<file path="config.mk">
export PLATFORM = sky130hd
export DESIGN_NAME = program_loader
export DESIGN_NICKNAME = d
export VERILOG_FILES = /design/src/rtl/program_loader.sv
export SDC_FILE = /design/constraint.sdc
export NUM_CORES = 1
export LEC_CHECK = 0
export ABC_AREA = 0
export CAP_MARGIN = 20
export CORE_ASPECT_RATIO = 2
export CORE_UTILIZATION = 55
export DETAILED_ROUTE_END_ITERATION = 8
export MAX_ROUTING_LAYER = met4
export PLACE_DENSITY_LB_ADDON = 0.25
export SLEW_MARGIN = 20
export SYNTH_ARGS = -nofsm -noshare
export SYNTH_HDL_FRONTEND = slang
export SYNTH_SLANG_ARGS = --single-unit
</file>
<file path="constraint.sdc">
create_clock -name clk -period 5.8 [get_ports clk]
set_input_delay 0.58 -clock clk [delete_from_list [all_inputs] [get_ports clk]]
set_output_delay 0.58 -clock clk [all_outputs]
set_load 0.01 [all_outputs]
</file>
<file path="src/rtl/program_loader.sv">
// Program loader: packs a host byte stream big-endian into 32-bit words,
// treats the first word of each image as a header (payload word count),
// raises a program request to the memory block on each header and buffers
// all words in a 2^FIFO_AW x 32 FIFO that the memory block drains.
//
// Handshakes: a byte moves when byte_valid and byte_ready are both 1 on a
// rising edge; program_o is a level held until program_ack is sampled high;
// program_buffer_read pops the head word into program_buffer_q on the same
// edge when the FIFO is non-empty.
//
// The program request port is named program_o because "program" is a
// reserved word. dbg_state_o (0 = HEADER, 1 = DATA) and dbg_count_o expose
// the FSM state and FIFO fill level for observation.
module program_loader #(
   parameter int FIFO_AW = 4
) (
   input  logic               clk,
   input  logic               reset_n,
   input  logic [7:0]         byte_data,
   input  logic               byte_valid,
   output logic               byte_ready,
   output logic               program_o,
   input  logic               program_ack,
   output logic               program_buffer_empty,
   output logic [31:0]        program_buffer_q,
   input  logic               program_buffer_read,
   output logic               busy,
   output logic               dbg_state_o,
   output logic [FIFO_AW:0]   dbg_count_o
);

   typedef enum logic {
      HEADER = 1'b0,
      DATA   = 1'b1
   } state_e;

   localparam int               DEPTH    = 1 << FIFO_AW;
   localparam logic [FIFO_AW:0] FULL_CNT = (FIFO_AW + 1)'(DEPTH);

   state_e              state_q, state_d;
   logic [1:0]          lane_q, lane_d;
   logic [23:0]         shift_q, shift_d;
   logic [31:0]         words_rem_q, words_rem_d;
   logic                program_q, program_d;

   logic [FIFO_AW-1:0]  wptr_q, rptr_q;
   logic [FIFO_AW:0]    count_q;
   logic [31:0]         rdata_q;
   logic [31:0]         mem [DEPTH];

   logic                accept;
   logic                word_done;
   logic                rd_en;
   logic [31:0]         word;

   // Header bytes are held off while a previous request is still unacknowledged.
   assign byte_ready = (count_q != FULL_CNT) && !((state_q == HEADER) && program_q);
   assign accept     = byte_valid && byte_ready;
   assign word_done  = accept && (lane_q == 2'd3);
   assign word       = {shift_q, byte_data};
   assign rd_en      = program_buffer_read && (count_q != '0);

   assign program_o            = program_q;
   assign program_buffer_empty = (count_q == '0);
   assign program_buffer_q     = rdata_q;
   assign busy                 = (state_q == DATA) || program_q || (lane_q != 2'd0);
   assign dbg_state_o          = state_q;
   assign dbg_count_o          = count_q;

   // Byte lane counter and shift register for the first three bytes of a word.
   always_comb begin
      lane_d  = lane_q;
      shift_d = shift_q;
      if (accept) begin
         lane_d  = lane_q + 2'd1;
         shift_d = {shift_q[15:0], byte_data};
      end
   end

   // Header/data FSM, remaining-word counter and program request level.
   always_comb begin
      state_d     = state_q;
      words_rem_d = words_rem_q;
      program_d   = program_q;
      if (program_q && program_ack) begin
         program_d = 1'b0;
      end
      if (word_done) begin
         case (state_q)
            HEADER: begin
               program_d   = 1'b1;
               words_rem_d = word;
               state_d     = (word != 32'd0) ? DATA : HEADER;
            end
            DATA: begin
               words_rem_d = words_rem_q - 32'd1;
               if (words_rem_q == 32'd1) begin
                  state_d = HEADER;
               end
            end
            default: state_d = HEADER;
         endcase
      end
   end

   // Control state registers.
   always_ff @(posedge clk or negedge reset_n) begin
      if (!reset_n) begin
         state_q     <= HEADER;
         lane_q      <= 2'd0;
         shift_q     <= 24'd0;
         words_rem_q <= 32'd0;
         program_q   <= 1'b0;
      end else begin
         state_q     <= state_d;
         lane_q      <= lane_d;
         shift_q     <= shift_d;
         words_rem_q <= words_rem_d;
         program_q   <= program_d;
      end
   end

   // FIFO storage; contents are don't-care until written.
   always_ff @(posedge clk) begin
      if (word_done) begin
         mem[wptr_q] <= word;
      end
   end

   // FIFO pointers, fill count and registered read data.
   always_ff @(posedge clk or negedge reset_n) begin
      if (!reset_n) begin
         wptr_q  <= '0;
         rptr_q  <= '0;
         count_q <= '0;
         rdata_q <= 32'd0;
      end else begin
         if (word_done) begin
            wptr_q <= wptr_q + FIFO_AW'(1);
         end
         if (rd_en) begin
            rptr_q  <= rptr_q + FIFO_AW'(1);
            rdata_q <= mem[rptr_q];
         end
         case ({word_done, rd_en})
            2'b10:   count_q <= count_q + (FIFO_AW + 1)'(1);
            2'b01:   count_q <= count_q - (FIFO_AW + 1)'(1);
            default: count_q <= count_q;
         endcase
      end
   end

endmodule

</file>
==> results of run 1 <==
-- layer usage --
| metal | vias up | wire length [um] |
|---|---|---|
| li1 | 5318 | - |
| met3 | 140 | 2296 |
| met1 | 6622 | 19860 |
| met5 | - | 0 |
| met4 | 0 | 2318 |
| met2 | 418 | 29680 |
-- critical path: cells and delay by family, from the launching register on --
kind	cells	cell delay (ns)
and+or+nand+nor	4	1.32
buffers and inverters	4	0.79
adders and majority gates	2	0.71
DFF	1	0.45
AOI/OAI and AO/OA	2	0.23
xor gates and xnor gates	1	0.15
-- state kept, by name, summed over array words and instances (netlist names) --
register,flops
mem,512
program_buffer_q,32
words_rem_q,32
shift_q,24
dbg_count_o,5
rptr_q,4
wptr_q,4
lane_q,2
dbg_state_o,1
program_o,1
-- how the worst max path moves through the flow --
| stage | end | slack [ns] | depth (start not counted) |
|---|---|---|---|
| floorplan | dbg_count_o[4]$_DFFE_PN0P_ | 2.31 | 13 |
| global placement | dbg_count_o[4]$_DFFE_PN0P_ | 1.86 | 13 |
| detailed placement | dbg_count_o[4]$_DFFE_PN0P_ | 1.71 | 13 |
| CTS | dbg_count_o[4]$_DFFE_PN0P_ | 1.71 | 13 |
| global route | dbg_count_o[4]$_DFFE_PN0P_ | 1.78 | 13 |
| finish | dbg_count_o[4]$_DFFE_PN0P_ | 2.01 | 13 |
-- cell usage in the layout, fill, tap and decap left out, types with 9 or more instances in the layout --
cell,n
mux2_2,58
nor4_1,15
inv_1,12
a21oi_1,62
and2_2,11
dfrtp_1,102
nor3_1,12
o22ai_1,73
clkbuf_1,13
buf_4,25
clkdlybuf4s50_1,53
o21ai_0,29
ha_1,13
clkinv_1,10
mux4_2,128
edfxtp_1,512
nand3_1,9
nand2_1,31
clkbuf_16,53
nor2_1,29
-- final cells by class --
type | instances | share of cell area, %
Clock buffer | 68 | 5.176
Clock inverter | 25 | 0.9557
Inverter | 13 | 0.1801
Multi-Input combinational cell | 567 | 21.86
Sequential cell | 617 | 66.46
Tap cell | 550 | 2.539
Timing Repair Buffer | 80 | 2.826
-- power breakdown --
part / switching (W) / internal, W / total [W]
Combinational: 0.00161 / 0.00167 / 0.00328
Sequential: 0.000795 / 0.00553 / 0.00633
Clock: 0.00152 / 0.00192 / 0.00345
-- stage by stage --
stage          util, %  setup WS [ns]
2_1_floorplan        -          2.309
3_3_place_gp     58.56          1.856
3_5_place_dp     58.56          1.715
4_1_cts          62.39          1.714
5_1_grt          62.48          1.776
6_report         62.48          2.009
-- logic make-up (layout without fill, tap and decap cells) --
logic type / after synthesis / after routing / share of synthesized area, %
simple gates: 153 / 153 / 3.391
compound gates: 199 / 199 / 4.967
mux: 190 / 190 / 14.77
xor+xnor: 11 / 11 / 0.3980
buf+inv: 84 / 186 / 1.354
flops: 617 / 617 / 74.36
fa+ha+maj: 14 / 14 / 0.7546
==> summary.txt, run 1 <==
total gr overflow -> 0
Post-synth EDFFs -> 512
Die H -> 298.7 um
reg2reg start -> dbg_count_o[1]$_DFFE_PN0P_
vias in the first global route -> 13,250
Worst Path Max Fanout -> 35
P&R area growth vs syn -> 11.94%
Post-Syn Instances -> 1,268
GR Util met3 -> 2.519%
Post-DP HPWL -> 30.78 mm
sequential fraction of the synthesis area -> 74.36%
Clock transition at path regs -> 0.07 ns
Tot Pwr -> 0.01306 W
CP startpoint -> dbg_count_o[1]$_DFFE_PN0P_
CTS max path bufs -> 3
ranking of synthesized cells by area -> edfxtp_1, mux4_2, dfrtp_1, mux2_2, o22ai_1
layout cells sized above 1 -> 23.36%
final hold vios -> 6
Tmin final -> 3.791 ns
Worst EP arrival -> 4.23 ns
port bufs -> 54
max-cap check violation count -> 0
clk root buf -> clkbuf_16
DR iter-0 viols -> 1,095
DRC -> 0
Synth Net Count -> 1,295
routed via count -> 12,500
Inst Count DP -> 1,826
Cell Area, Placed -> 0.02540 mm^2
RSZ-0062 raised after global routing -> false
Synth Register Bits -> 617
GR Util met1 -> 30.78%
crit path cell chain -> nor4_2, a211oi_4, buf_4, inv_1, buf_4, ha_1, inv_1, fa_1, nor2b_1, o21ai_0, nand3_1, or3b_2, xnor2_1
final slew viol count -> 0
hold slack -> -0.002397 ns
die width -> 150.4 um
FFs w/ async S/R, synth -> 17.02%
outcome -> complete, but fails checks
area share of the largest cell type after synthesis -> 63.51%
worst min path class -> in -> async
top_reg_cell synth -> edfxtp_1
post-synth top area cell -> edfxtp_1
Slew Limit Headroom -> 23.22%
WP data required -> 6.24 ns
ANT nets after route -> 0
Commonest cells post-synth -> edfxtp_1, mux4_2, dfrtp_1
global route hottest layer -> met2
worst setup path class -> reg -> reg
cell area after layout -> 0.02710 mm^2
final worst path period share -> 65.37%
worst r2r path cells -> 13
fillcell total -> 2,939
leakage -> 8.794 nW
area of the multi-input gates -> 0.005924 mm^2
FF-to-FF setup slack -> 2.01 ns
Power Dens Cells -> 481.9 mW/mm^2
post-DR vias/cell -> 6.509
Largest stage delay, worst path -> 0.65 ns
Sequential Area -> 0.01801 mm^2
Synth warnings -> 0
WL/cell -> 28.20 um
initial antenna violation count -> 0
Setup Skew -> 0.01269 ns
Skew-Pair Late Insertion Delay -> 0.57 ns
total CTS buffers -> 50
peak supply drop -> 0.3433 mV
CTS tree -> built
setup bufs post-CTS -> 0
failing checks -> negative hold slack
IO Count -> 55
Post-Route WL -> 54.15 mm
Final Wtd Congestion -> 0.8666
Final nets -> 1,356
Post-Syn Area -> 0.02421 mm^2
die area -> 0.04491 mm^2
Rows -> 108
Placeable Area -> 0.04338 mm^2
met2 Track Usage GR -> 44.87%
critical path's slowest cell -> nor4_2
GRT Total Usage -> 26.10%
Initial Util -> 55.81%
Clock Sinks -> 617
largest net degree at the start of global routing -> 80
PostCTS Resize Cnt -> 0
setup TNS -> 0 ns
f_max -> 263.8 MHz
ANT cells -> 0
startpoint types -> flop
H-tree depth -> 2
most common cell in the netlist -> edfxtp_1
Worst R2R End -> dbg_count_o[4]$_DFFE_PN0P_
Pre-Repair DR Iteration Count -> 5
crit path capture type -> flop
Final setup viols -> 0
first-pass GRT wire length -> 81.33 mm
Worst Tran Pin Value -> 1.152 ns
Synth cell types -> 54
Avg Synthesized Cell Area -> 19.09 um^2
final cell count without fillers -> 1,920
CTS Hold Bufs -> 0
Note: power is estimated with default switching activity, not from simulation.
==> run 2: changes to the inputs <==
Clock period 5.8 ns to 3 ns, I/O delays scaled along.
==> summary.txt, run 2 (same netlist as run 1, synthesis figures left out) <==
largest net degree at the start of global routing -> 70 (-13%)
P&R area growth vs syn -> 15.07%
vias in the first global route -> 13,450 (+1.5%)
Final Wtd Congestion -> 0.8307 (-4.1%)
IO Count -> 55 (unchanged)
final hold vios -> 0 (-6)
Post-Route WL -> 56.76 mm (+4.8%)
RSZ-0062 raised after global routing -> false
area of the multi-input gates -> 0.005957 mm^2 (+0.55%)
crit path capture type -> flop
Die H -> 298.7 um (unchanged)
worst r2r path cells -> 11 (-2)
Slew Limit Headroom -> 32.31% (+9.1 points)
commonest non-fill, non-tap cell in the layout -> edfxtp_1
first-pass GRT wire length -> 85.07 mm (+4.6%)
f_max -> 353.0 MHz (+34%)
leakage -> 9.171 nW (+4.3%)
H-tree depth -> 2 (unchanged)
Pre-Repair DR Iteration Count -> 5 (unchanged)
Clock Sinks -> 617 (unchanged)
final slew viol count -> 0 (unchanged)
peak supply drop -> 0.6367 mV (+85%)
GRT Total Usage -> 27.42% (+1.3 points)
Sequential Area -> 0.01801 mm^2 (about the same)
total gr overflow -> 0 (unchanged)
Worst Path Max Fanout -> 5 (-86%)
layout cells sized above 1 -> 26.72% (+3.4 points)
initial antenna violation count -> 0 (unchanged)
die width -> 150.4 um (unchanged)
max FFs per register -> 512 (unchanged)
worst min path class -> in -> reg
CTS tree -> built
clk root buf -> clkbuf_16
Placeable Area -> 0.04338 mm^2 (unchanged)
routed via count -> 12,830 (+2.6%)
Clock transition at path regs -> 0.07 ns (about the same)
Worst EP arrival -> 3.28 ns (-0.95 ns)
setup TNS -> 0 ns (unchanged)
Worst Tran Pin Value -> 1.015 ns (-0.1363 ns)
hold slack -> 0.2927 ns (+0.2951 ns)
max-cap check violation count -> 0 (unchanged)
Post-DP HPWL -> 35.46 mm (+15%)
Final setup viols -> 0 (unchanged)
DRC -> 0 (unchanged)
Final nets -> 1,408 (+3.8%)
Hold Path Depth -> 2
final worst path period share -> 94.43% (+29 points)
Setup Skew -> 0.01468 ns (+0.001992 ns)
WP data required -> 3.45 ns (-2.79 ns)
fillcell total -> 2,878 (-2.1%)
final core utilization -> 64.22% (+1.7 points)
WL/cell -> 28.78 um (+2.0%)
Power Dens Cells -> 940.3 mW/mm^2 (+95%)
CTS max path bufs -> 3 (unchanged)
total CTS buffers -> 51 (+2.0%)
port bufs -> 54 (unchanged)
post-DR vias/cell -> 6.506 (about the same)
worst setup path class -> reg -> reg
startpoint types -> flop
ANT nets after route -> 0 (unchanged)
Tmin final -> 2.833 ns (-0.9584 ns)
Initial Util -> 55.81% (unchanged)
outcome -> finished clean
DR iter-0 viols -> 1,140 (+4.1%)
most frequent cells in the layout -> edfxtp_1, mux4_2, dfrtp_1
ANT cells -> 0 (unchanged)
largest register by flop count -> mem
Skew-Pair Late Insertion Delay -> 0.58 ns (about the same)
Rows -> 108 (unchanged)
die area -> 0.04491 mm^2 (unchanged)
-- run 2: cell types whose count changed in the layout (fill, tap and decap cells not counted), sizes merged --
cell | before | now
inv | 13 | 12
dlygate4sd3 | 0 | 1
bufinv | 5 | 7
clkinv | 15 | 10
clkbuf | 68 | 76
clkinvlp | 5 | 2
buf | 27 | 77
-- run 2: path summary, 6_finish.rpt --
kind                                              from                          end  slack, ns
max in group asynchronous                      reset_n        rptr_q[1]$_DFFE_PN0P_       1.85
setup / recovery            dbg_count_o[2]$_DFFE_PN0P_   dbg_count_o[4]$_DFFE_PN0P_       0.17
hold / removal                             program_ack          program_o$_DFF_PN0_       0.29
min in group asynchronous                      reset_n      shift_q[11]$_DFFE_PN0P_       0.35
hold reg to reg            words_rem_q[15]$_DFFE_PN0P_  words_rem_q[15]$_DFFE_PN0P_       0.51
setup reg to reg            dbg_count_o[2]$_DFFE_PN0P_   dbg_count_o[4]$_DFFE_PN0P_       0.17
-- run 2: final cells by class --
type	count	share of cell area (%)
tap	550	2.470
timing repair buffer	131	5.049
clock inverter	18	0.9657
multi-input combinational	567	21.38
sequential	617	64.67
clock buffer	76	5.287
inverter	13	0.1752
-- run 2: where the power goes --
group	internal, W	switching [W]
clock network	0.00400	0.00293
logic	0.00354	0.00392
registers	0.0107	0.00111
-- run 2: metrics by stage --
step | cells | worst slack (ns) | power (W) | cell area [um^2]
floorplan | 1268 | 0.01325 | 0.01634 | 24280
global placement | 1877 | 0.2021 | 0.01932 | 26110
detailed placement | 1877 | 0.1483 | 0.01948 | 26110
CTS | 1972 | 0.1441 | 0.02637 | 27860
global route | 1972 | 0.01751 | 0.02718 | 27860
finish | 1972 | 0.1671 | 0.02619 | 27860
-- run 2: worst max-delay path, cell delays in order, from the launching register on --
cell,delay (ns)
dfrtp_2,0.46
nor4_4,0.44
a211oi_4,0.12
inv_1,0.14
ha_4,0.19
inv_1,0.08
fa_1,0.40
nor2b_1,0.13
o21ai_1,0.08
nand3_1,0.08
or3b_2,0.45
xnor2_1,0.14
-- run 2: per-layer routing --
layer / up-vias / global-route usage (%) / part of all wire (%)
li1: 5417 / - / -
met4: 0 / 11.78 / 4.5
met2: 501 / 48.61 / 56
met3: 127 / 2.901 / 5.1
met1: 6784 / 31.06 / 35
met5: - / - / 0
-- run 2: timing repair --
action	4_1_cts	5_1_grt
setup buffers	0	0
gates resized for setup	0	0
endpoints found under the hold margin	47	0
hold buffers	1	0
==> run 3: changes to the inputs <==
Settings changed: SLEW_MARGIN 20 to default.
==> results of run 3 <==
Final layout, timing and power as in run 2 (identical DEF).
